## src/rtl/uart_rx_param.sv

```systemverilog
// uart_rx_param
//   Oversampling UART receiver with configurable character format and a small
//   first-word-fall-through receive FIFO read through a valid/ready handshake.
//   Each FIFO entry carries the character plus its parity and framing status.
//
// Ports
//   clk           system clock
//   reset         asynchronous, active-low reset
//   i_clk_rx      one-clk tick at OVERSAMPLE x baud
//   i_rxd         serial line (idle high), asynchronous to clk
//   i_rx_ready    consumer takes the head entry when high with o_rx_valid
//   o_rx_valid    FIFO holds at least one entry
//   o_rx_data     head character, LSB = first received bit
//   o_parity_err  head entry parity mismatch
//   o_frame_err   head entry had a stop bit sampled low
//   o_overrun     one-clk pulse when a completed character is dropped
//   o_fifo_count  number of entries held
//   o_busy        receiver is inside a frame
//
// state    | meaning
// ---------+------------------------------------------------------------
// S_IDLE   | waiting for a falling edge on an armed (previously high) line
// S_START  | start bit; a high vote at mid-bit is a false start
// S_DATA   | shifting in DATA_BITS voted bits, LSB first
// S_PARITY | checking the parity bit against the received data
// S_STOP   | stop bit(s); the last one's mid-bit vote pushes the character

module uart_rx_param #(
  parameter int DATA_BITS  = 8,
  parameter int OVERSAMPLE = 16,
  parameter int PARITY_EN  = 0,
  parameter int PARITY_ODD = 0,
  parameter int STOP_BITS  = 1,
  parameter int FIFO_DEPTH = 4
) (
  input  logic                          clk,
  input  logic                          reset,
  input  logic                          i_clk_rx,
  input  logic                          i_rxd,
  input  logic                          i_rx_ready,
  output logic                          o_rx_valid,
  output logic [DATA_BITS-1:0]          o_rx_data,
  output logic                          o_parity_err,
  output logic                          o_frame_err,
  output logic                          o_overrun,
  output logic [$clog2(FIFO_DEPTH):0]   o_fifo_count,
  output logic                          o_busy
);

  localparam int M     = OVERSAMPLE / 2;
  localparam int CNT_W = $clog2(OVERSAMPLE);
  localparam int IDX_W = $clog2(DATA_BITS);
  localparam int AW    = $clog2(FIFO_DEPTH);
  localparam int EW    = DATA_BITS + 2;

  localparam logic [CNT_W-1:0] CNT_PRE  = CNT_W'(M - 1);
  localparam logic [CNT_W-1:0] CNT_MID  = CNT_W'(M);
  localparam logic [CNT_W-1:0] CNT_DEC  = CNT_W'(M + 1);
  localparam logic [CNT_W-1:0] CNT_LAST = CNT_W'(OVERSAMPLE - 1);
  localparam logic [IDX_W-1:0] IDX_LAST = IDX_W'(DATA_BITS - 1);
  localparam logic [AW:0]      CNT_FULL = (AW + 1)'(FIFO_DEPTH);

  typedef enum logic [2:0] {
    S_IDLE,
    S_START,
    S_DATA,
    S_PARITY,
    S_STOP
  } state_t;

  // ---------------------------------------------------------------------------
  // Input synchroniser (resets to the idle line level)
  // ---------------------------------------------------------------------------
  logic sync1_q, sync2_q;
  logic rxs;

  always_ff @(posedge clk or negedge reset) begin
    if (!reset) begin
      sync1_q <= 1'b1;
      sync2_q <= 1'b1;
    end else begin
      sync1_q <= i_rxd;
      sync2_q <= sync1_q;
    end
  end

  assign rxs = sync2_q;

  // ---------------------------------------------------------------------------
  // Receiver FSM
  // ---------------------------------------------------------------------------
  state_t                 state_q;
  logic [CNT_W-1:0]       cnt_q;
  logic [IDX_W-1:0]       idx_q;
  logic                   stop_q;     // second stop bit in progress
  logic [DATA_BITS-1:0]   shift_q;
  logic [1:0]             smp_q;      // samples at cnt = M-1 and M
  logic                   arm_q;
  logic                   perr_q;
  logic                   ferr_q;

  logic vote;
  logic dec_tick;
  logic wrap_tick;
  logic last_stop;
  logic push;
  logic [EW-1:0] push_entry;

  // Majority of the two stored samples and the live sample at cnt = M+1
  assign vote      = (smp_q[0] & smp_q[1]) | (smp_q[0] & rxs) | (smp_q[1] & rxs);
  assign dec_tick  = i_clk_rx && (cnt_q == CNT_DEC);
  assign wrap_tick = i_clk_rx && (cnt_q == CNT_LAST);
  assign last_stop = (STOP_BITS == 1) || stop_q;

  // The character is handed to the FIFO at the last stop bit's decision point,
  // so the live vote is folded into the framing flag here.
  assign push       = (state_q == S_STOP) && dec_tick && last_stop;
  assign push_entry = {perr_q, ferr_q | ~vote, shift_q};

  always_ff @(posedge clk or negedge reset) begin
    if (!reset) begin
      state_q <= S_IDLE;
      cnt_q   <= '0;
      idx_q   <= '0;
      stop_q  <= 1'b0;
      shift_q <= '0;
      smp_q   <= '0;
      arm_q   <= 1'b0;
      perr_q  <= 1'b0;
      ferr_q  <= 1'b0;
    end else begin
      if (i_clk_rx && (state_q != S_IDLE)) begin
        if (cnt_q == CNT_PRE) smp_q[0] <= rxs;
        if (cnt_q == CNT_MID) smp_q[1] <= rxs;
        cnt_q <= (cnt_q == CNT_LAST) ? '0 : cnt_q + 1'b1;
      end

      case (state_q)
        S_IDLE: begin
          if (arm_q && !rxs) begin
            state_q <= S_START;
            cnt_q   <= '0;
            arm_q   <= 1'b0;
            perr_q  <= 1'b0;
            ferr_q  <= 1'b0;
          end else if (rxs) begin
            arm_q <= 1'b1;
          end
        end

        S_START: begin
          if (dec_tick && vote) begin
            state_q <= S_IDLE;
          end else if (wrap_tick) begin
            state_q <= S_DATA;
            idx_q   <= '0;
          end
        end

        S_DATA: begin
          if (dec_tick) shift_q <= {vote, shift_q[DATA_BITS-1:1]};
          if (wrap_tick) begin
            if (idx_q == IDX_LAST) begin
              state_q <= (PARITY_EN != 0) ? S_PARITY : S_STOP;
              stop_q  <= 1'b0;
            end else begin
              idx_q <= idx_q + 1'b1;
            end
          end
        end

        S_PARITY: begin
          if (dec_tick) perr_q <= ((^shift_q) ^ vote) != (PARITY_ODD != 0);
          if (wrap_tick) begin
            state_q <= S_STOP;
            stop_q  <= 1'b0;
          end
        end

        S_STOP: begin
          if (dec_tick) begin
            if (!vote) ferr_q <= 1'b1;
            // No wait for the end of the stop bit: a line still low here is
            // handled by the arm rule in IDLE.
            if (last_stop) state_q <= S_IDLE;
          end else if (wrap_tick) begin
            stop_q <= 1'b1;
          end
        end

        default: state_q <= S_IDLE;
      endcase
    end
  end

  // ---------------------------------------------------------------------------
  // Receive FIFO (first-word-fall-through)
  // ---------------------------------------------------------------------------
  logic [EW-1:0] mem_q [FIFO_DEPTH];
  logic [AW-1:0] wr_q, rd_q;
  logic [AW:0]   count_q;
  logic          ovr_q;

  logic full, pop, wr_en;

  assign full  = (count_q == CNT_FULL);
  assign pop   = o_rx_valid && i_rx_ready;
  // A same-cycle pop frees the slot, so a push into a full FIFO still lands.
  assign wr_en = push && (!full || pop);

  always_ff @(posedge clk or negedge reset) begin
    if (!reset) begin
      for (int i = 0; i < FIFO_DEPTH; i++) mem_q[i] <= '0;
      wr_q    <= '0;
      rd_q    <= '0;
      count_q <= '0;
      ovr_q   <= 1'b0;
    end else begin
      if (wr_en) begin
        mem_q[wr_q] <= push_entry;
        wr_q        <= wr_q + 1'b1;
      end
      if (pop) rd_q <= rd_q + 1'b1;
      case ({wr_en, pop})
        2'b10:   count_q <= count_q + 1'b1;
        2'b01:   count_q <= count_q - 1'b1;
        default: count_q <= count_q;
      endcase
      ovr_q <= push && full && !pop;
    end
  end

  assign o_rx_valid                              = (count_q != '0);
  assign {o_parity_err, o_frame_err, o_rx_data}  = mem_q[rd_q];
  assign o_overrun                               = ovr_q;
  assign o_fifo_count                            = count_q;
  assign o_busy                                  = (state_q != S_IDLE);

endmodule

```

## config.mk

```make
export PLATFORM = sky130hd
export DESIGN_NAME = uart_rx_param
export DESIGN_NICKNAME = d
export VERILOG_FILES = /design/src/rtl/uart_rx_param.sv
export SDC_FILE = /design/constraint.sdc
export NUM_CORES = 1
export LEC_CHECK = 0
export CAP_MARGIN = 5
export CORE_ASPECT_RATIO = 0.7
export CORE_MARGIN = 4
export CORE_UTILIZATION = 55
export DETAILED_ROUTE_END_ITERATION = 8
export PLACE_DENSITY = 0.73
export SETUP_SLACK_MARGIN = 0.5
export SLEW_MARGIN = 20
export SYNTH_ARGS = -nofsm -noshare
export SYNTH_HDL_FRONTEND = slang
export SYNTH_SLANG_ARGS = --single-unit
export TNS_END_PERCENT = 5
```

## constraint.sdc

```tcl
create_clock -name clk -period 2.9 [get_ports clk]
set_input_delay 0.725 -clock clk [delete_from_list [all_inputs] [get_ports clk]]
set_output_delay 0.725 -clock clk [all_outputs]
set_load 0.02 [all_outputs]
```

# Word-level counts from Yosys, hierarchy flattened
# Cells that the tools add are included.
[totals] output_inout_bits=16 ff_bits=73
[classes] n_bitwise=10 n_lt_le_gt_ge=3 n_addsub=6 eq_ne=23 n_reduce_logical=32 muxes=32
[ops] operator="$bwmux W40" count=1
[ops] operator="$mux W3" count=11
[ops] operator="$mux W10" count=3
[ops] operator="$bmux W10 S2" count=1
[ops] operator="$demux W10 S2" count=1
[ops] operator="$ne A2 B2 Y1 const B" count=10
[ops] operator="$mux W4" count=4
[ops] operator="$pmux W3 S5" count=1
[ops] operator="$eq A4 B4 Y1 const B" count=3
[ops] operator="$pmux W3 S2" count=2
[ops] operator="$logic_and A1 B1 Y1" count=11
[ops] operator="$reduce_bool A2 Y1" count=5
[ops] operator="$eq A3 B3 Y1 const B" count=3
[ops] operator="$reduce_and A2 Y1" count=4
[ops] operator="$reduce_xor A8 Y1" count=1
[ops] operator="$add A3 B1 Y3 const B" count=2
[ops] operator="$eq A3 B2 Y1 const B" count=2
[ops] operator="$ge A3 B3 Y1 const B" count=2
[ops] operator="$mux W1" count=6
[ops] operator="$not A2 Y3" count=2
[ops] operator="$reduce_and A6 Y1" count=1
[ops] operator="$reduce_bool A3 Y1" count=2
[ops] operator="$reduce_and A5 Y1" count=1
[ops] operator="$add A2 B1 Y2 const B" count=2
[ops] operator="18 further kinds" count=25

# Longest topological paths before layout
# Gate-level depths: netlist of the first run.
[depth] depth_word=6 depth_mapped=10

# Worst setup path before layout of the first run
# Ideal clock, no wire load.
[synth_path] path_type="register to output" from="reg state_q[1]" to="out o_busy" required_time_ns=2.175 setup_slack_ns=0.857 path_stages_with_launch=4 path_buffers=1 arrival_time_ns=1.318 cell_sequence="dfrtp_1 -> buf_2 -> nor3_1 -> inv_1"
[synth_via] elab_chain_cells=1
[synth_lines] item="from (decl)" line="92" source="state_t state_q;"
[synth_lines] item="from (signal assigned)" line="164" source="state_q <= (PARITY_EN != 0) ? S_PARITY : S_STOP;"
[synth_lines] item="$reduce_bool A3 Y1" line="237" source="assign o_busy = (state_q != S_IDLE);"
[synth_lines] item="to (decl)" line="47" source="output logic o_busy"
# Every way passes these cells.

# Worst setup path after layout of the first run
[layout_path] from="reg rd_q[0]" to="out o_rx_data[6]"
[layout_via] elab_chain_cells=4
[layout_lines] item="from (decl)" line="200" source="logic [AW-1:0] wr_q, rd_q;"
[layout_lines] item="from (signal assigned)" line="223" source="if (pop) rd_q <= rd_q + 1'b1;"
[layout_lines] item="$not A2 Y3 (implied by the code)" line="234" source="assign {o_parity_err, o_frame_err, o_rx_data} = mem_q[rd_q];"
[layout_lines] item="$bmux W10 S2" line="234"
[layout_lines] item="$mux W10 (implied by the code) (2 in a row)" line="234"
[layout_lines] item="to (decl)" line="42" source="output logic [DATA_BITS-1:0] o_rx_data,"
# Every way passes these cells. The select of a mux whose other input is x is not followed.

==> impl_results.md, run 1 <==
- Status: finished clean
- Mapped Area: ~3700 um2
- Antenna viol nets, final: 0
- Multi-input gate area: 1740 um2
- Peak VDD IR: 0.383 mV
- Global placement routability congestion: 0.803
- Max-slew headroom at the worst pin: 69.6%
- Area grow syn2layout: 14.1%
- Count leader, synth: dfrtp_1
- Die ar.: between 8000 and 9000 um2
- HPWL after DPL: 4630 um
- Vias per inst: 5.71
- Vias: 2221
- Synth Flop Type: dfrtp_1
- Flops & latches, synth: 73
- # hold bufs at CTS: 0
- Switching Power: 0.000640 W
- Syn_area_per_cell: 14.0 um2
- Wire length per cell: 17.5 um
- Yosys warning count: 0
- Comb power frac: 15.8%
- DRC violations left: 0
- Design Area, Final: 4180 um2
- Max-slew violations: 0
- Site row count: 24
- I/O Pins: 21
- Sw frac: 28.7%
- Pleak: 1.96 nW
- P_int: between 0.0015 and 0.002 W
- Critical Path End Type: output port
- CTS root buffer: clkbuf_8
- Critical path peak fanout: 6
- Initial antenna violation count: 0
- CP Data Required Time: 2170 ps
- Core Util, Final: 66.0%
- Part of the Yosys area used for sequential elements: between 40% and 50%
- 1st-pass router iterations: 4
- Final period utilization: 84.3%
- Placed cell area: 3980 um2
- CTS H-Tree Depth: 3
- Number of synthesized flops with an enable pin: 0
- Final wirelength: 6810 um
- Clock slew at reported path FFs: approximately 80 ps
- Vias in the first global route: 2176
- Register area: 1830 um2
- Initial core utilization: around 58%
- Worst-Skew Late Latency: between 300 and 400 ps
- Die outline height: 76.3 um
- Arrival @ worst endpoint: 1720 ps
- DR iter-0 viols: 183
- Nets: about 300
- Worst setup margin: 454 ps
- Slew @ Worst Pin: 452 ps
- Sequential power share: 51.9%
- Clock Sink Count: 73
- Distinct cells, synth: 50
- Pin count of the biggest net entering global routing: 74
- Num CTS Buffers: 9
- Crit path kind: reg -> out
- Setup slack at placement: 274 ps
- CTS tree: done
- Pwr/cell area: 534 nW/um2
- Total negative slack: 0 ps
- Startpoint Class: flip-flop
- Pwr Total: 0.00223 W
- Fillers: 485
- Worst hold path class: reg -> reg
- Clk pwr share: 32.3%
- Synth top area cells: dfrtp_1 48%, mux2_2 10%, mux2_4 7.0%
- Max-cap violations: 0
- Final Hold Fails: 0
- Max Root-Sink Buffers: 2
- Asr flop ratio synth: 100%
- Final min period: around 2400 ps
- Total GRT Usage: between 10% and 20%
- Synth cell count leaders: 71 x dfrtp_1, 33 x mux2_2, 17 x mux2_4, 17 x nand2_1, 10 x mux4_2
- Ant diodes: 0
- RSZ-0062 raised after global routing: yes
- Clock skew: 13.5 ps
- Layout cell share with drive strength beyond 1: 35.9%
- Area share of the largest cell type after synthesis: 48.5%
- Post-CTS Setup Repair Bufs: 0
- Final setup violation count: 0
- Syn nets: 276
- Grt ovf: 0
- PortBufs: 20
- Global-route wire length before repair: between 10000 and 15000 um
- Fmax: 409 MHz
- Placeable Area: 6340 um2
- Cell taking the most area after synthesis: dfrtp_1
- DIE WIDTH: 106 um
- Syn Inst Count: 261
sequential cells by signal, summed over array words and instances (netlist names):
signal,cells
cnt_q,4
o_fifo_count,3
idx_q,3
o_overrun,1
mem_q,40
rxs,1
rd_q,2
smp_q,2
shift_q,8
wr_q,2
state_q,3
perr_q,1
arm_q,1
ferr_q,1
sync1_q,1
worst paths after layout:
kind	start	endpoint	slack, ps	cells after the start
setup / recovery	rd_q[0]	o_rx_data[6]	450	3
hold / removal	sync1_q	rxs	360	0
setup reg to reg	cnt_q[1]	mem_q[38]	830	6
hold reg to reg	sync1_q	rxs	360	0
max in group asynchronous	reset	rxs	2140	2
min in group asynchronous	reset	o_fifo_count[0]	390	2
critical path: stages (launching register included):
cell	delay [ps]
dfrtp_2	430
buf_12	150
mux4_2	500
clkdlybuf4s15_1	300
logic make-up after synthesis:
kind of cell	count (synthesis)	synth area share [%]
adders and majority gates	11	3.89
AOI/OAI and AO/OA	31	6.18
DFF	73	49.9
and+or+nand+nor	54	9.94
muxes	63	24.1
xor gates and xnor gates	12	3.24
buffers and inverters	17	2.77
power by group through the flow:
stage                     clock network (W)  registers, W  logic (W)
after floorplan                           0       0.00116   0.000231
after global placement                    0       0.00117   0.000346
after detailed placement                  0       0.00117   0.000351
after CTS                          0.000739       0.00116   0.000353
after global routing               0.000785       0.00117   0.000398
final                              0.000720       0.00116   0.000354
cells in the final DEF, fill, tap and decap left out, types with 2 or more instances in the layout:
master	count
clkinvlp_4	2
xnor2_1	9
mux2_4	17
a22oi_1	2
mux2_2	33
mux4_2	10
clkbuf_8	11
nand2_8	4
clkdlybuf4s50_1	8
o311ai_0	2
xor2_1	2
nand3_1	3
nand4_1	4
dfstp_2	2
inv_1	9
dfrtp_2	4
nand2_1	17
o21ai_0	8
buf_4	6
buf_12	2
a21oi_1	5
or3_1	2
nor2_1	7
clkinv_2	3
ha_1	9
clkdlybuf4s15_1	5
nand2b_1	3
dfrtp_1	67
mux2i_1	3
nor4_1	3
clkbuf_2	5
o2bb2ai_1	3
nand4b_1	3
per-layer routing:
metal / routed length (um) / global-route usage, %
met5: 0 / 0
met3: 217 / 5.25
met1: 3560 / 27.7
met2: 2980 / 26.1
met4: 43 / 3.88
repair_timing:
action	in CTS	in global routing
gates resized for setup	18	16
endpoints found under the setup margin	12	11
hold endpoints to repair	0	0
gates cloned	0	1
through the flow:
step	hold slack, ps	instances
finish	360	389
global route	364	389
CTS	360	388
detailed placement	348	372
global placement	346	372
floorplan	345	261
layout make-up:
class                      instances  share of cell area [%]
clock buffer                      11                    3.62
timing repair buffer              29                    6.67
inverter                           9                   0.808
clock inverter                     5                   0.718
sequential                        73                    43.9
tap                               91                    2.72
multi-input combinational        171                    41.6
Power figures use the tool's default switching activity.
==> run 2: changes to the inputs <==
==> constraint.sdc (replaced) <==
create_clock -name clk -period 2.5 [get_ports clk]
set_input_delay 0.625 -clock clk [delete_from_list [all_inputs] [get_ports clk]]
set_output_delay 0.625 -clock clk [all_outputs]
set_load 0.02 [all_outputs]
==> run 2 against run 1 <==
Against the previous run:
- design area up 3.3%
- clock power is 53% higher
- largest cell class unchanged
- sequential cell count did not move
- utilization is 2.2 points higher
- non-clock buffer count increased by 10
- combinational power grew 19%
- cell count up 2.6%
- critical path depth is the same
- first-iteration DRC count fell by 25%
- clock skew decreased by 6.9 ps
- die area did not move
==> impl_results.md, run 2 (synthesized netlist as in run 1, its figures left out) <==
- Status: finished clean
- Final Hold Fails: 0
- Most common cell after layout, fill and taps aside: dfrtp_1
- Wire length per cell: approximately 17 um
- PortBufs: 20
- Clock skew: 6.59 ps
- Ant diodes: 0
- Register area: 1830 um2
- Clk pwr share: 38.5%
- Site row count: 24
- Area grow syn2layout: 17.9%
- Die outline height: about 76 um
- Max-slew violations: 0
- Critical path peak fanout: 5
- CTS H-Tree Depth: 3
- Worst-Skew Late Latency: 350 ps
- CTS root buffer: clkbuf_8
- Final min period: 2250 ps
- Top Family by Delay on Critical Path: multiplexers
- Placeable Area: 6340 um2
- Switching Power: 0.000757 W
- Vias per inst: roughly 5.5
- Pleak: 2.07 nW
- Crit. Startpoint: rd_q[0]
- Largest Register: mem_q
- Final period utilization: about 90%
- DR iter-0 viols: 137
- Sw frac: 26.4%
- DRC violations left: 0
- Crit-path slowest cell: mux4_2
- Crit path kind: reg -> out
- P_int: 0.00211 W
- Buf/Inv on CP: 2
- Finished Layout Cells: 399
- Clock Sink Count: 73
- I/O Pins: 21
- Critical Path End Type: output port
- Grt ovf: 0
- Antenna viol nets, final: 0
- Num CTS Buffers: 9
- Arrival @ worst endpoint: 1620 ps
- Global-route wire length before repair: 11900 um
- Fmax: 445 MHz
- CTS tree: done
- DIE WIDTH: 106 um
- Global placement routability congestion: between 0.8 and 0.9
- Max reg flops: 40
- Vias in the first global route: 2291
- Crit path largest cell delay: 540 ps
- HPWL after DPL: between 4000 and 5000 um
- Comb power frac: 14.8%
- Top Registers: mem_q (40), shift_q (8), cnt_q (4)
- Final wirelength: roughly 6700 um
- Max-cap violations: 0
- Max-slew headroom at the worst pin: 66.6%
- Clock slew at reported path FFs: 70 ps
- Pwr/cell area: 663 nW/um2
- Slew @ Worst Pin: 497 ps
- Initial core utilization: between 50% and 60%
- Cell chain of the critical path: buf_16 > mux4_2 > buf_6
- Die ar.: 8050 um2
- 1st-pass router iterations: 4
- CP Data Required Time: 1880 ps
- Final setup violation count: 0
- RSZ-0062 raised after global routing: yes
- Critical R2R Launch: cnt_q[1]
- Multi-input gate area: 1740 um2
- Initial antenna violation count: 0
- Layout cell share with drive strength beyond 1: 38.6%
- Vias: 2195
- Max Root-Sink Buffers: 2
- Fillers: 429
- Worst hold path class: in -> async
- # hold bufs at CTS: 0
- Startpoint Class: flip-flop
- Total GRT Usage: 18.9%
- Most frequent cells in the layout: 70 x dfrtp_1, 33 x mux2_2, 17 x nand2_1, 17 x mux2_4, 15 x buf_4
- Total negative slack: 0 ps
- Pin count of the biggest net entering global routing: 74
- Sequential power share: 46.7%
- Nets: 318
- Cells after DPL: 381
- Peak VDD IR: ~0.47 mV
- Pwr Total: 0.00287 W
-- run 2: final timing paths --
kind,to,slack (ps),cells past startpoint
max in group asynchronous,sync1_q,1860,2
max,o_frame_err,250,3
min in group clk,rxs,360,0
max reg2reg,o_fifo_count[2],530,9
min,o_fifo_count[0],280,2
min reg2reg,rxs,360,0
-- run 2: final cells by class --
class,count,area share [%]
sequential,73,42.4
multi-input combinational,171,40.3
timing repair buffer,39,8.37
clock buffer,9,2.87
clock inverter,7,2.72
tap,91,2.64
inverter,9,0.782
-- run 2: worst reg2reg max path, stage by stage (launching register included) --
cell	delay [ps]
dfrtp_1	400
inv_1	90
ha_1	190
and4b_1	250
nand2_1	110
nand2_1	70
fa_1	380
o211a_1	140
a21oi_1	140
xnor2_1	130
-- run 2: routing by layer --
metal / GRT usage (%) / share of wire, % / up-vias
met2: 26.6 / 42 / 46
met3: 6.01 / 5.9 / 6
met1: 28.1 / 51 / 1102
met4: 5.05 / 0.82 / 0
met5: 0 / 0 / -
li1: - / - / 1041
-- run 2: through the flow --
step           cell area [um2]  hold WS, ps  utilization, %  setup WS, ps
2_1_floorplan             3660          329               -           557
3_3_place_gp              4070          346            64.3           132
3_5_place_dp              4070          347            64.3           114
4_1_cts                   4310          306            68.0           219
5_1_grt                   4320          292            68.2           186
6_report                  4320          277            68.2           251
-- run 2: repair_timing --
item	CTS	global route
cloned	1	0
setup endpoints to repair	23	63
setup buffers	1	0
hold endpoints to repair	0	0
gates resized for setup	47	4
-- run 2: power by group through the flow --
stage          Combinational, W  Sequential (W)  Clock, W
5_1_grt                0.000475         0.00135   0.00119
4_1_cts                0.000429         0.00134   0.00113
3_3_place_gp           0.000410         0.00135         0
6_report               0.000423         0.00134   0.00110
2_1_floorplan          0.000268         0.00135         0
3_5_place_dp           0.000422         0.00136         0
